**src/rtl/inst_boot_loader.sv**
```systemverilog
// inst_boot_loader: packs a valid/ready beat stream into instruction words, writes them
// to instruction RAM from address 0, optionally verifies a trailing checksum word, then
// holds the processor out of reset for a bounded (or unbounded) run.
module inst_boot_loader #(
  parameter int INST_WIDTH = 16,
  parameter int ADDR_WIDTH = 8,
  parameter int IN_WIDTH   = 8,
  parameter int RUN_CYCLES = 1024,
  parameter int CHECK_EN   = 1
) (
  input  logic                  Clk,
  input  logic                  Reset,
  input  logic                  Start,
  input  logic [ADDR_WIDTH-1:0] Load_Len,
  input  logic                  In_Valid,
  input  logic [IN_WIDTH-1:0]   In_Data,
  output logic                  In_Ready,
  output logic                  Ram_Inst_Write,
  output logic [ADDR_WIDTH-1:0] Inst_Addr,
  output logic [INST_WIDTH-1:0] Ram_Inst_In,
  output logic                  Cpu_Reset,
  output logic                  Busy,
  output logic                  Done,
  output logic                  Error
);

  localparam int BEATS = INST_WIDTH / IN_WIDTH;
  localparam int BW    = (BEATS > 1) ? $clog2(BEATS) : 1;
  localparam int RW    = (RUN_CYCLES > 1) ? $clog2(RUN_CYCLES) : 1;
  // Word counter is one bit wider so a full-capacity image never aliases address 0.
  localparam int CW    = ADDR_WIDTH + 1;
  localparam logic [BW-1:0] BEAT_LAST = BW'(BEATS - 1);
  localparam logic [RW-1:0] RUN_LAST  = RW'((RUN_CYCLES > 0) ? RUN_CYCLES - 1 : 0);

  typedef enum logic [2:0] {
    S_IDLE, S_LOAD, S_CHECK, S_RUN, S_DONE, S_ERROR
  } state_t;

  state_t                 state_reg, state_next;
  logic [BW-1:0]          beat_cnt_reg;
  logic [CW-1:0]          word_cnt_reg;
  logic [CW-1:0]          last_word_reg;
  logic [INST_WIDTH-1:0]  asm_reg;
  logic [INST_WIDTH-1:0]  checksum_reg;
  logic [RW-1:0]          run_cnt_reg;
  logic                   wr_reg;
  logic [ADDR_WIDTH-1:0]  addr_reg;
  logic [INST_WIDTH-1:0]  data_reg;
  logic                   cpu_reset_reg;

  logic                   accept;
  logic                   last_beat;
  logic                   word_done;
  logic                   start_ok;
  logic                   run_last;
  logic [INST_WIDTH-1:0]  full_word;

  assign accept    = In_Valid && In_Ready;
  assign last_beat = (beat_cnt_reg == BEAT_LAST);
  assign word_done = accept && last_beat;
  assign run_last  = !cpu_reset_reg && (run_cnt_reg == RUN_LAST);
  // Start is only honoured where no load or bounded run is in flight.
  assign start_ok  = Start && (state_reg == S_IDLE || state_reg == S_DONE ||
                               state_reg == S_ERROR ||
                               (state_reg == S_RUN && RUN_CYCLES == 0));

  // Current beat merged into its lane so a completed word is usable in the same cycle.
  genvar gi;
  generate
    for (gi = 0; gi < BEATS; gi++) begin : g_lane
      assign full_word[gi*IN_WIDTH +: IN_WIDTH] =
        (beat_cnt_reg == BW'(gi)) ? In_Data : asm_reg[gi*IN_WIDTH +: IN_WIDTH];
    end
  endgenerate

  // State register.
  always_ff @(posedge Clk or negedge Reset) begin
    if (!Reset) state_reg <= S_IDLE;
    else        state_reg <= state_next;
  end

  // Next-state decision.
  always_comb begin
    state_next = state_reg;
    if (start_ok) begin
      state_next = S_LOAD;
    end else begin
      case (state_reg)
        S_LOAD:  if (word_done && word_cnt_reg == last_word_reg)
                   state_next = (CHECK_EN != 0) ? S_CHECK : S_RUN;
        S_CHECK: if (word_done)
                   state_next = (full_word == checksum_reg) ? S_RUN : S_ERROR;
        S_RUN:   if (RUN_CYCLES != 0 && run_last) state_next = S_DONE;
        default: state_next = state_reg;
      endcase
    end
  end

  // State-decoded outputs.
  always_comb begin
    In_Ready = (state_reg == S_LOAD) || (state_reg == S_CHECK);
    Busy     = (state_reg == S_LOAD) || (state_reg == S_CHECK) || (state_reg == S_RUN);
    Done     = (state_reg == S_DONE);
    Error    = (state_reg == S_ERROR);
  end

  // Datapath: beat packing, RAM write port, checksum, run timer and processor reset.
  always_ff @(posedge Clk or negedge Reset) begin
    if (!Reset) begin
      beat_cnt_reg  <= '0;
      word_cnt_reg  <= '0;
      last_word_reg <= '0;
      asm_reg       <= '0;
      checksum_reg  <= '0;
      run_cnt_reg   <= '0;
      wr_reg        <= 1'b0;
      addr_reg      <= '0;
      data_reg      <= '0;
      cpu_reset_reg <= 1'b1;
    end else begin
      wr_reg        <= 1'b0;
      // Released only once RUN has been occupied for a full cycle, and reasserted as
      // soon as RUN is left (bounded end or reload).
      cpu_reset_reg <= !(state_reg == S_RUN && state_next == S_RUN);
      if (start_ok) begin
        beat_cnt_reg  <= '0;
        word_cnt_reg  <= '0;
        asm_reg       <= '0;
        checksum_reg  <= '0;
        last_word_reg <= (Load_Len == '0) ? {1'b0, {ADDR_WIDTH{1'b1}}}
                                          : {1'b0, Load_Len - ADDR_WIDTH'(1)};
      end else if (accept) begin
        beat_cnt_reg <= last_beat ? '0 : beat_cnt_reg + BW'(1);
        asm_reg      <= full_word;
        if (last_beat && state_reg == S_LOAD) begin
          wr_reg       <= 1'b1;
          addr_reg     <= word_cnt_reg[ADDR_WIDTH-1:0];
          data_reg     <= full_word;
          checksum_reg <= checksum_reg + full_word;
          word_cnt_reg <= word_cnt_reg + CW'(1);
        end
      end
      if (state_reg != S_RUN)  run_cnt_reg <= '0;
      else if (!cpu_reset_reg) run_cnt_reg <= run_cnt_reg + RW'(1);
    end
  end

  assign Ram_Inst_Write = wr_reg;
  assign Inst_Addr      = addr_reg;
  assign Ram_Inst_In    = data_reg;
  assign Cpu_Reset      = cpu_reset_reg;

endmodule
```
**config.mk**
```make
export PLATFORM = sky130hd
export DESIGN_NAME = inst_boot_loader
export DESIGN_NICKNAME = d
export VERILOG_FILES = /design/src/rtl/inst_boot_loader.sv
export SDC_FILE = /design/constraint.sdc
export NUM_CORES = 1
export LEC_CHECK = 0
export CAP_MARGIN = 0
export CELL_PAD_IN_SITES_DETAIL_PLACEMENT = 0
export CELL_PAD_IN_SITES_GLOBAL_PLACEMENT = 1
export CORE_ASPECT_RATIO = 1.2
export CORE_MARGIN = 1.5
export CORE_UTILIZATION = 33
export CTS_CLUSTER_DIAMETER = 50
export DETAILED_ROUTE_END_ITERATION = 10
export MAX_ROUTING_LAYER = met4
export PLACE_DENSITY = 0.68
export SETUP_SLACK_MARGIN = 0.2
export SYNTH_ARGS = -nofsm -noshare
export SYNTH_HDL_FRONTEND = slang
export SYNTH_SLANG_ARGS = --single-unit
```
**constraint.sdc**
```tcl
create_clock -name Clk -period 4.4 [get_ports Clk]
set_input_delay 0.88 -clock Clk [delete_from_list [all_inputs] [get_ports Clk]]
set_output_delay 0.88 -clock Clk [all_outputs]
set_load 0.01 [all_outputs]
```
* After elaboration in Yosys (flattened, before gate mapping)
Index checks and enable logic that the tools add are counted.
Word-level totals: input port bits 20, output and inout port bits 30, bits in registers 90
Cells by class: bitwise operators 1, add/subtract/negate cells 5, multiplexer cells 25, reduce and logical (&&, ||, !) cells 19, equal/unequal tests 11
Operator list (number):
- $mux 16 | 5
- $mux 9 | 3
- $mux 8 | 3
- $mux 10 | 2
- $add 16x16->16 | 1
- $eq 16x16->1 | 1
- $mux 3 | 5
- $add 10x1->10 const B | 1
- $eq 10x10->1 const B | 1
- $add 9x1->9 const B | 1
- $eq 3x2->1 const B | 3
- $eq 9x9->1 | 1
- $pmux 3 s3 | 1
- $logic_not 8->1 | 1
- $sub 8x1->8 const B | 1
- $logic_and 1x1->1 | 7
- $eq 3x3->1 const B | 2
- $mux 1 | 6
- $logic_or 1x1->1 | 4
- $reduce_bool 2->1 | 2
- $eq 3x1->1 const B | 1
- $logic_not 3->1 | 1
- $ne 3x2->1 const B | 1
- $reduce_and 3->1 | 1
- 5 further kinds | 6

* Longest topological paths before layout
depth in word-level cells 11, mapped depth 15, depth with buffers taken out 13

* Worst setup path after synthesis
OpenSTA, ideal clock, no wires.
kind register -> register, from register beat_cnt_reg, to register checksum_reg[15], setup time 0.092 ns, cell stages (with the launch flop) 14, clock period less this slack 3.178 ns, buffers on the path 2, path slack 1.222 ns, data arrival time 3.086 ns, cell sequence dfrtp_1 buf_2 buf_1 mux2i_1 inv_1 ha_1 o21ai_1 o21bai_1 o311a_1 a311oi_2 or2_2 o21ai_2 xor2_1 o31ai_2
On the way: cells in the longest elaborated chain, start to end 5
RTL lines:
- from (decl) | RTL line 40 | logic [BW-1:0] beat_cnt_reg;
- from (signal assigned) | RTL line 133 | beat_cnt_reg <= last_beat ? '0 : beat_cnt_reg + BW'(1);
- $mux 8 | RTL line 72 | (beat_cnt_reg == BW'(gi)) ? In_Data : asm_reg[gi*IN_WIDTH +: IN_WIDTH];
- net full_word[2] | RTL line 56 | logic [INST_WIDTH-1:0] full_word;
- $add 16x16->16 | RTL line 139 | checksum_reg <= checksum_reg + full_word;
- $mux 16 | RTL line 135 | if (last_beat && state_reg == S_LOAD) begin
- $mux 16 | RTL line 132 | end else if (accept) begin
- $mux 16 | RTL line 125 | if (start_ok) begin
- to (signal assigned) | RTL line 139
- to (decl) | RTL line 44 | logic [INST_WIDTH-1:0] checksum_reg;
The timed path passes the listed nets, and every way through them passes these cells. The select of a mux whose other input is x is not followed. A chain may end at the register's enable or synchronous reset.

* Worst setup path after layout
from input In_Data[1], to register checksum_reg[15]
On the way: cells in the longest elaborated chain, start to end 5
RTL lines:
- from (decl) | RTL line 16 | input logic [IN_WIDTH-1:0] In_Data,
- $mux 8 | RTL line 72
- net full_word[1] | RTL line 56
- $add 16x16->16 | RTL line 139
- $mux 16 | RTL line 135
- $mux 16 | RTL line 132
- $mux 16 | RTL line 125
The timed path passes the listed nets, and every way through them passes these cells. The select of a mux whose other input is x is not followed.

==> flow_metrics.py <==
metrics = {
    "outcome": {
        "status": "finished clean",
    },
    "drt": {
        "antenna_left": 0,
        "viasPerCell": 5.052,
        "num_vias": 3693,
        "detailedRoute.firstIterationViolations": 206,
        "post_drt_wl_per_cell_um": 14.68,
        "drt-total-wl_um": 10730,
        "first_pass_iters": 6,
        "drcViolationCount": 0,
    },
    "synth": {
        "yosys-top-cells-area": "dfrtp_1, ha_1, nand2_1",
        "synth_nets": 556,
        "yosysWarningCount": 0,
        "synthTopCellsByCount": "dfrtp_1, nand2_1, nor2_1, o21ai_1, nand3_1",
        "synth_ff_type": "dfrtp_1",
        "yosysTopAreaCell": "dfrtp_1",
        "ys_ff_latch": 89,
        "synth_area_mm2": 0.004725,
        "synth_cells": 516,
        "yosys.cell_types.count": 47,
        "ys_seq_area_frac": 0.4717,
        "synth_area_per_cell_um2": 9.156,
        "yosysMostFrequentCell": "dfrtp_1",
        "synth_edf_count": 0,
        "synthArstFlopShare": 1.000,
        "synth.top_cell.area_share": 0.4661,
    },
    "sta": {
        "max_freq_mhz": 290.1,
        "setup_tns_ns": 0,
        "maxSlewHeadroom": 0.3229,
        "period_share": 0.7833,
        "tightest_slew_ns": 1.013,
        "layout_setup_ws_ns": 0.9535,
        "final-setup-viol-count": 0,
        "rsz0062_at_grt": "false",
        "finalHoldViolations": 0,
        "fin_skew_ns": 0.005630,
        "finalMaxSlewViolations": 0,
        "period_minus_slack_ns": 3.447,
    },
    "critical_path": {
        "crit_family": "compound AO/OA/AOI/OAI gates",
        "cp-start-kind": "input pin",
        "endpoint_kind": "register",
        "max_stage_delay_ns": 0.43,
        "cp_data_arrival_time_ns": 3.69,
        "path_cells": "clkdlybuf4s50_1 > mux2i_1 > inv_1 > ha_1 > a211oi_2 > o21bai_1 > o311a_1 > a311oi_2 > or2_2 > o21ai_2 > xor2_1 > o31ai_2",
        "critPathMaxFanout": 4,
        "worst_ep_required_time_ns": 4.64,
        "cp_slowest_cell": "clkdlybuf4s50_1",
        "critPathBufInv": 2,
        "path_class": "input pin to register",
    },
    "grt": {
        "grt_pass1_wl_um": 18490,
        "grt_max_degree": 76,
        "grt_busiest_layer": "met2",
        "grt_pass1_vias": 3779,
        "antenna_found_initial": 0,
        "grt-ovfl-total": 0,
        "use_met2": 0.2539,
        "grtUsageMet3": 0.02485,
        "globalRouteMet1Util": 0.2014,
        "grt_usage": 0.1558,
    },
    "hold_path": {
        "hold_class": "register to register",
    },
    "clocking": {
        "post-cts-setup-buffers": 0,
        "postCtsHoldBufs": 0,
        "clkTransAtPathRegs_ns": 0.06,
        "cts_tree": "built",
        "clock-sinks": 89,
        "clk_path_buf_depth": 2,
        "h-tree-depth": 3,
        "cts_resized": 0,
        "cts_buffers": 9,
        "root_buffer": "clkbuf_16",
        "clock_latency_ns": 0.33,
    },
    "power": {
        "peakVddDrop_v": 0.0001564,
        "p_leak_nw": 2.537,
        "power_density_mw_per_mm2": 284.3,
    },
    "layout": {
        "area_delta_synth_final_pct": 19.28,
        "fin_area_mm2": 0.005635,
        "drive_above_1_share": 0.05536,
        "insertedDiodeCount": 0,
        "num-fill-cells": 1376,
        "final_nets": 595,
    },
    "floorplanning": {
        "dieArea_mm2": 0.01505,
        "die_w_um": 112.2,
        "fp.dieH_um": 134.1,
        "core_area_mm2": 0.01388,
        "initial_utilization": 0.3404,
        "io_pins": 50,
        "fp-row-count": 47,
    },
    "placement": {
        "place_ws_ns": 0.6293,
        "dp_hpwl_um": 7391,
        "dpl_cell_area_mm2": 0.005364,
        "numPortBuffers": 49,
        "globalplace.congestion": 0.8335,
    },
    "flow_run": {
        "drv_cap": 0,
    },
}
[power breakdown]
group | switching [W] | total (W) | internal (W)
clock network | 0.000325 | 0.000710 | 0.000385
logic | 0.0000400 | 0.0000696 | 0.0000296
registers | 0.00000222 | 0.000823 | 0.000821
[tightest hold or removal path: cells and delay by family, from the launching register on]
family           cells  cell delay (ns)
flip-flops           1             0.34
AO/OA/AOI/OAI        1             0.06
AND/OR/NAND/NOR      1             0.05
[through the flow]
| step | hold slack (ns) | utilization | instances | power, W |
|---|---|---|---|---|
| 2_1_floorplan | 0.4666 | - | 516 | 0.0008645 |
| 3_3_place_gp | 0.4666 | 0.3865 | 715 | 0.0009095 |
| 3_5_place_dp | 0.4636 | 0.3865 | 715 | 0.0009100 |
| 4_1_cts | 0.4891 | 0.4061 | 731 | 0.001628 |
| 5_1_grt | 0.5072 | 0.4061 | 731 | 0.001673 |
| 6_report | 0.4822 | 0.4061 | 731 | 0.001602 |
[cell type report]
cell class / count / area, µm² / share of cell area
clock buffers: 10 / 229.0 / 0.04063
clock inverters: 6 / 42.54 / 0.007549
inverters: 26 / 97.59 / 0.01732
multi-input cells: 376 / 2306 / 0.4092
flip-flops and latches: 89 / 2228 / 0.3954
well taps: 171 / 214.0 / 0.03797
repair buffers: 53 / 518.0 / 0.09192
[cells in the final DEF (no fill, tap or decap), types with 2 or more instances in the layout]
master	count
dfrtp_1	88
nor2b_1	2
nor4_1	5
or2_2	2
clkbuf_16	9
nand2_1	62
a31oi_1	6
or3_1	5
and3_1	6
or4_1	2
nand2b_1	10
o21ai_1	39
buf_4	5
clkinv_2	3
nand3_1	37
o21bai_1	2
inv_1	25
nand4_1	7
ha_1	19
o21ai_0	27
nor3b_1	2
clkdlybuf4s50_1	48
xnor2_1	21
nor2_1	39
a21oi_1	16
mux2i_1	18
nor3_1	7
a21o_1	3
xor2_1	19
o211ai_1	2
[kinds of logic after synthesis]
logic type      Yosys count  synth area share
compound gates          107            0.1306
xor+xnor                 40           0.07415
fa+ha+maj                20           0.05456
buf+inv                  51           0.04105
flops                    89            0.4717
mux                      18           0.03814
simple gates            191            0.1899
[worst paths after layout]
path,to,from,slack (ns),cells after the start
worst min register to register,Ram_Inst_In[11]$_DFFE_PN0P_,Ram_Inst_In[11]$_DFFE_PN0P_,0.48,2
min in group asynchronous,checksum_reg[14]$_DFFE_PN0P_,Reset,0.65,1
worst max register to register,checksum_reg[15]$_DFFE_PN0P_,beat_cnt_reg$_DFFE_PN0P_,1.14,11
max in group asynchronous,Cpu_Reset$_DFF_PN1_,Reset,2.82,2
worst max-delay path,checksum_reg[15]$_DFFE_PN0P_,In_Data[1],0.95,12
worst min-delay path,Ram_Inst_In[11]$_DFFE_PN0P_,Ram_Inst_In[11]$_DFFE_PN0P_,0.48,2
[layer usage]
| metal | wire length (µm) | share of wire |
|---|---|---|
| met2 | 5104 | 0.48 |
| met4 | 128 | 0.012 |
| met1 | 5266 | 0.49 |
| met5 | 0 | 0 |
| met3 | 230 | 0.021 |
Power figures use the tool's default switching activity.
==> edit 1 (same settings) <==
`RUN_CYCLES`: 1024 -> 2048.
--- a/src/rtl/inst_boot_loader.sv
+++ b/src/rtl/inst_boot_loader.sv
@@ -7,3 +7,3 @@
   parameter int IN_WIDTH   = 8,
-  parameter int RUN_CYCLES = 1024,
+  parameter int RUN_CYCLES = 2048,
   parameter int CHECK_EN   = 1
Behaviour: no difference found for any inputs over 4 cycles, from zero or initial values and one cycle with Reset low; that may be too few to reach the edited logic, so the function may still have changed.
==> edit 1 against the original RTL <==
Setup slack gained 0.0032 ns; design area grew 2.9%; sequential cell count grew 1; area after synthesis grew 0.85%; non-clock buffer count is the same; wire length shrank 0.54%; cell count grew 1.2%; critical path type unchanged; critical endpoint is now checksum_reg[14]; highest routed layer unchanged.
Power is not compared: it rests on default switching activity, and its combinational part moved more than twofold at a synthesized area within 25%.
==> edit 1: results (changes against the original RTL) <==
metric	value	unit	change
crit-reg2reg-capture	checksum_reg[15]		unchanged
postSynth.asyncResetShare	100	%	unchanged
timing.rr.start	beat_cnt_reg		unchanged
critical_path_peak_fanout	4		unchanged
ys_types	44		was 47
grt_first_pass_wirelength	18400	um	was 18500 um
vias	3707		was 3693
groute.usage.overall	15.5	%	was 15.6%
outcome	finished clean		unchanged
place.detailed.hpwl	7500	um	was 7390 um
clk_path_buf_depth	2		unchanged
capture_point_of_the_worst_path	checksum_reg[14]		was checksum_reg[15]
cp.arrival	3.63	ns	was 3.69 ns
finalWeightedCongestion	0.792		was 0.834
antenna_cells_inserted	0		unchanged
r2r_cells	12		was 11
final_layout_size_suffix_gt1_share	5.62	%	was 5.54%
seq_area_frac_synth	47.3	%	was 47.2%
route.detailed.wl_per_inst	14.4	um	was 14.7 um
drt_iter0_markers	187		was 206
startpoint	In_Data[0]		was In_Data[1]
r2r_setup_slack	1.06	ns	was 1.14 ns
maximum_number_of_pins_on_one_net_before_global_route_repair	82		was 76
power.share.sequential	32.0	%	
clkLatencyLatePin	0.34	ns	
sw_frac_of_total	37.6	%	
max-slew-margin-rel	41.6	%	was 32.3%
synthTopCellsByCount	89 x sky130_fd_sc_hd__dfrtp_1, 69 x sky130_fd_sc_hd__nand2_1, 67 x sky130_fd_sc_hd__o21ai_0		was 88 x sky130_fd_sc_hd__dfrtp_1, 62 x sky130_fd_sc_hd__nand2_1, 39 x sky130_fd_sc_hd__nor2_1, 39 x sky130_fd_sc_hd__o21ai_1, 37 x sky130_fd_sc_hd__nand3_1
final_net_count	604		was 595
clk_root_buffer_cell	sky130_fd_sc_hd__clkbuf_16		unchanged
synth_area_leaders	sky130_fd_sc_hd__dfrtp_1 47%, sky130_fd_sc_hd__o21ai_0 7.0%, sky130_fd_sc_hd__nand2_1 5.4%		was sky130_fd_sc_hd__dfrtp_1 47%, sky130_fd_sc_hd__ha_1 5.0%, sky130_fd_sc_hd__nand2_1 4.9%
fill_cells	1377		was 1376
clock_buffers_created_by_tritoncts	9		unchanged
synthesis_warning_total	0		unchanged
postCtsSetupRepairBufs	0		unchanged
path_clk_slew	0.06	ns	about the same
mappedNetlistNets	563		was 556
worst_hold_path_type	reg2reg		unchanged
placement.io_buffers	49		unchanged
worst_hold_startpoint	Ram_Inst_In[12]		was Ram_Inst_In[11]
hold_crit_endpoint	Ram_Inst_In[12]		was Ram_Inst_In[11]
cell_internal_pwr	2590	uW	
postCtsResizedCells	0		unchanged
vdd_drop_max	212	uV	
number_of_antenna_violations_at_the_first_check_in_global_routing	0		unchanged
number_of_h_tree_branching_levels	3		unchanged
worst_path_largest_cell_delay	0.44	ns	
drt_pass1_iterations	4		was 6
clock-skew-final	0.00578	ns	was 0.00563 ns
cpLargestDelayFamily	compound AO/OA/AOI/OAI gates		unchanged
edit 1: cell types whose count changed in the layout (fill, tap and decap cells not counted), moves of 4 or more:
| cell | change |
|---|---|
| sky130_fd_sc_hd__nand3_1 | +5 |
| sky130_fd_sc_hd__xnor2_1 | -4 |
| sky130_fd_sc_hd__o21ai_1 | -38 |
| sky130_fd_sc_hd__nand2b_1 | -6 |
| sky130_fd_sc_hd__bufinv_16 | +5 |
| sky130_fd_sc_hd__nand4_1 | -4 |
| sky130_fd_sc_hd__and3_1 | +6 |
| sky130_fd_sc_hd__nand2_1 | +7 |
| sky130_fd_sc_hd__o21ai_0 | +40 |
edit 1: per-stage QoR:
stage | utilization [%] | cell area [um2] | setup slack, ns | std cells | hold slack [ns]
CTS | 41.6 | 5800 | 0.959 | 740 | 0.486
global route | 41.6 | 5800 | 0.604 | 740 | 0.494
global placement | 38.8 | 5410 | 0.660 | 724 | 0.463
floorplan | - | 4760 | 1.25 | 523 | 0.457
detailed placement | 38.8 | 5410 | 0.610 | 724 | 0.470
finish | 41.6 | 5800 | 0.957 | 740 | 0.479
edit 1: kinds of logic (layout without fill, tap and decap cells):
family	count (synthesis)	in the layout	synth area share, %
AOI/OAI and AO/OA	110	110	13.4
xor gates and xnor gates	39	39	7.17
adders and majority gates	20	20	5.41
buffers and inverters	51	97	4.12
DFF	90	90	47.3
muxes	18	18	3.78
and+or+nand+nor	195	195	18.8
edit 1: cell type report:
class	count	area share [%]
multi-input cells	382	40.0
repair buffers	53	8.93
clock inverters	6	2.78
well taps	171	3.69
inverters	28	1.81
flip-flops and latches	90	38.8
clock buffers	10	3.95
edit 1: layer usage:
layer	part of all wire, %	global-route usage [%]
met5	0	-
met4	1.3	5.13
met3	3.1	2.56
met2	46	24.0
met1	50	20.9
==> edit 2 (same flow settings) <==
Made on the original files. The 6 states of `state_t` get a one-hot encoding in 6 bits.
--- a/src/rtl/inst_boot_loader.sv
+++ b/src/rtl/inst_boot_loader.sv
@@ -34,4 +34,4 @@
 
-  typedef enum logic [2:0] {
-    S_IDLE, S_LOAD, S_CHECK, S_RUN, S_DONE, S_ERROR
+  typedef enum logic [5:0] {
+    S_IDLE = 6'b000001, S_LOAD = 6'b000010, S_CHECK = 6'b000100, S_RUN = 6'b001000, S_DONE = 6'b010000, S_ERROR = 6'b100000
   } state_t;
Behaviour: no difference found for any inputs over 4 cycles, from zero or initial values and one cycle with Reset low; so few cycles prove little.
==> edit 2 against the original RTL <==
Sequential cell count up 3; maximum frequency up 2.5%; count of clock-buffer cells in the layout up 2; largest cell class unchanged; highest routed layer unchanged; global-route usage down 0.085 points; sequential power up 2.8%; largest power group unchanged; setup slack better by 0.083 ns; hold slack worse by 0.0099 ns; total power up 8.4%; synthesized cell count up 3.9%; via count up 5.0%; area after synthesis up 3.9%; design area up 5.0%; wire length up 2.7%.
==> edit 2: results (changes against the original RTL) <==
metric	value	unit	change
outcome	finished clean		unchanged
capture_point_of_the_worst_path	checksum_reg[15]		unchanged
p_total	1740	uW	was 1600 uW
global_route.usage.met2	24.6	%	was 25.4%
synthTopCellsByCount	90 x sky130_fd_sc_hd__dfrtp_1, 66 x sky130_fd_sc_hd__nand2_1, 52 x sky130_fd_sc_hd__o21ai_0		was 88 x sky130_fd_sc_hd__dfrtp_1, 62 x sky130_fd_sc_hd__nand2_1, 39 x sky130_fd_sc_hd__nor2_1, 39 x sky130_fd_sc_hd__o21ai_1, 37 x sky130_fd_sc_hd__nand3_1
final_net_count	620		was 595
startpoint	In_Data[1]		unchanged
holdWs	0.472	ns	was 0.482 ns
mappedNetlistNets	576		was 556
route.detailed.wl_per_inst	14.0	um	was 14.7 um
seq_area_frac_synth	46.9	%	was 47.2%
routing_usage_on_met3	2.70	%	was 2.49%
route.detailed.vias_per_inst	4.94		was 5.05
fill_cells	1466		was 1376
vdd_drop_max	169	uV	was 156 uV
drt_pass1_iterations	4		was 6
groute.usage.overall	15.5	%	was 15.6%
synthXorXnorAreaFrac	6.78	%	was 7.42%
clock-skew-final	0.00477	ns	was 0.00563 ns
wl_met3	338	um	was 230 um
synth_compound_area_share	13.5	%	was 13.1%
groute.layer.met1.usage	19.7	%	was 20.1%
cp.arrival	3.62	ns	was 3.69 ns
power_drawn_by_the_sequential_cells	846	uW	was 823 uW
cell_internal_pwr	1370	uW	was 1240 uW
finalWeightedCongestion	0.845		was 0.834
portion_of_netlist_area_occupied_by_mux_cells	3.67	%	was 3.81%
power.static_leakage	0.00275	uW	was 0.00254 uW
worst_hold_startpoint	Inst_Addr[4]		was Ram_Inst_In[11]
worst_path_largest_cell_delay	0.42	ns	
ys_types	53		was 47
max-slew-margin-rel	34.3	%	was 32.3%
power_frac_comb	3.7	%	was 4.3%
drt_iter0_markers	169		was 206
r2r_cells	10		was 11
synth_adder_area_share	5.25	%	was 5.46%
dr_wl_met2	5090	um	was 5100 um
wl_met1	5320	um	was 5270 um
final_layout_size_suffix_gt1_share	5.13	%	was 5.54%
postSynthCellCount	536		was 516
place.detailed.hpwl	7720	um	was 7390 um
r2r_setup_slack	1.10	ns	was 1.14 ns
worst_hold_path_type	reg2reg		unchanged
hold_crit_endpoint	Inst_Addr[4]		was Ram_Inst_In[11]
vias	3878		was 3693
clkLatencyLatePin	0.34	ns	
maximum_number_of_pins_on_one_net_before_global_route_repair	72		was 76
dp_cells	769		was 715
grt_first_pass_wirelength	18600	um	was 18500 um
## edit 2: cell types whose count changed after synthesis, moves of 8 or more
cell	before	now
sky130_fd_sc_hd__a21oi_1	16	29
sky130_fd_sc_hd__buf_1	9	1
sky130_fd_sc_hd__nor2_1	39	51
sky130_fd_sc_hd__o21ai_0	27	52
sky130_fd_sc_hd__o21ai_1	39	2
## edit 2: per-stage QoR
step           setup WS (ns)  area [um2]
6_report                1.04        5910
5_1_grt                0.847        5910
3_5_place_dp           0.717        5600
3_3_place_gp           0.721        5600
2_1_floorplan           1.20        4910
4_1_cts                 1.05        5910
## edit 2: area by class of cell
cell class,count,share of cell area [%]
Timing Repair Buffer,56,9.14
Tap cell,200,4.23
Clock inverter,4,1.25
Multi-Input combinational cell,397,40.9
Sequential cell,92,39.0
Inverter,24,1.52
Clock buffer,12,4.00
## edit 2: worst min-delay path, delay by kind of cell (launching register included)
family / cells / cell delay, ns
flops: 1 / 0.34
simple gates: 2 / 0.10
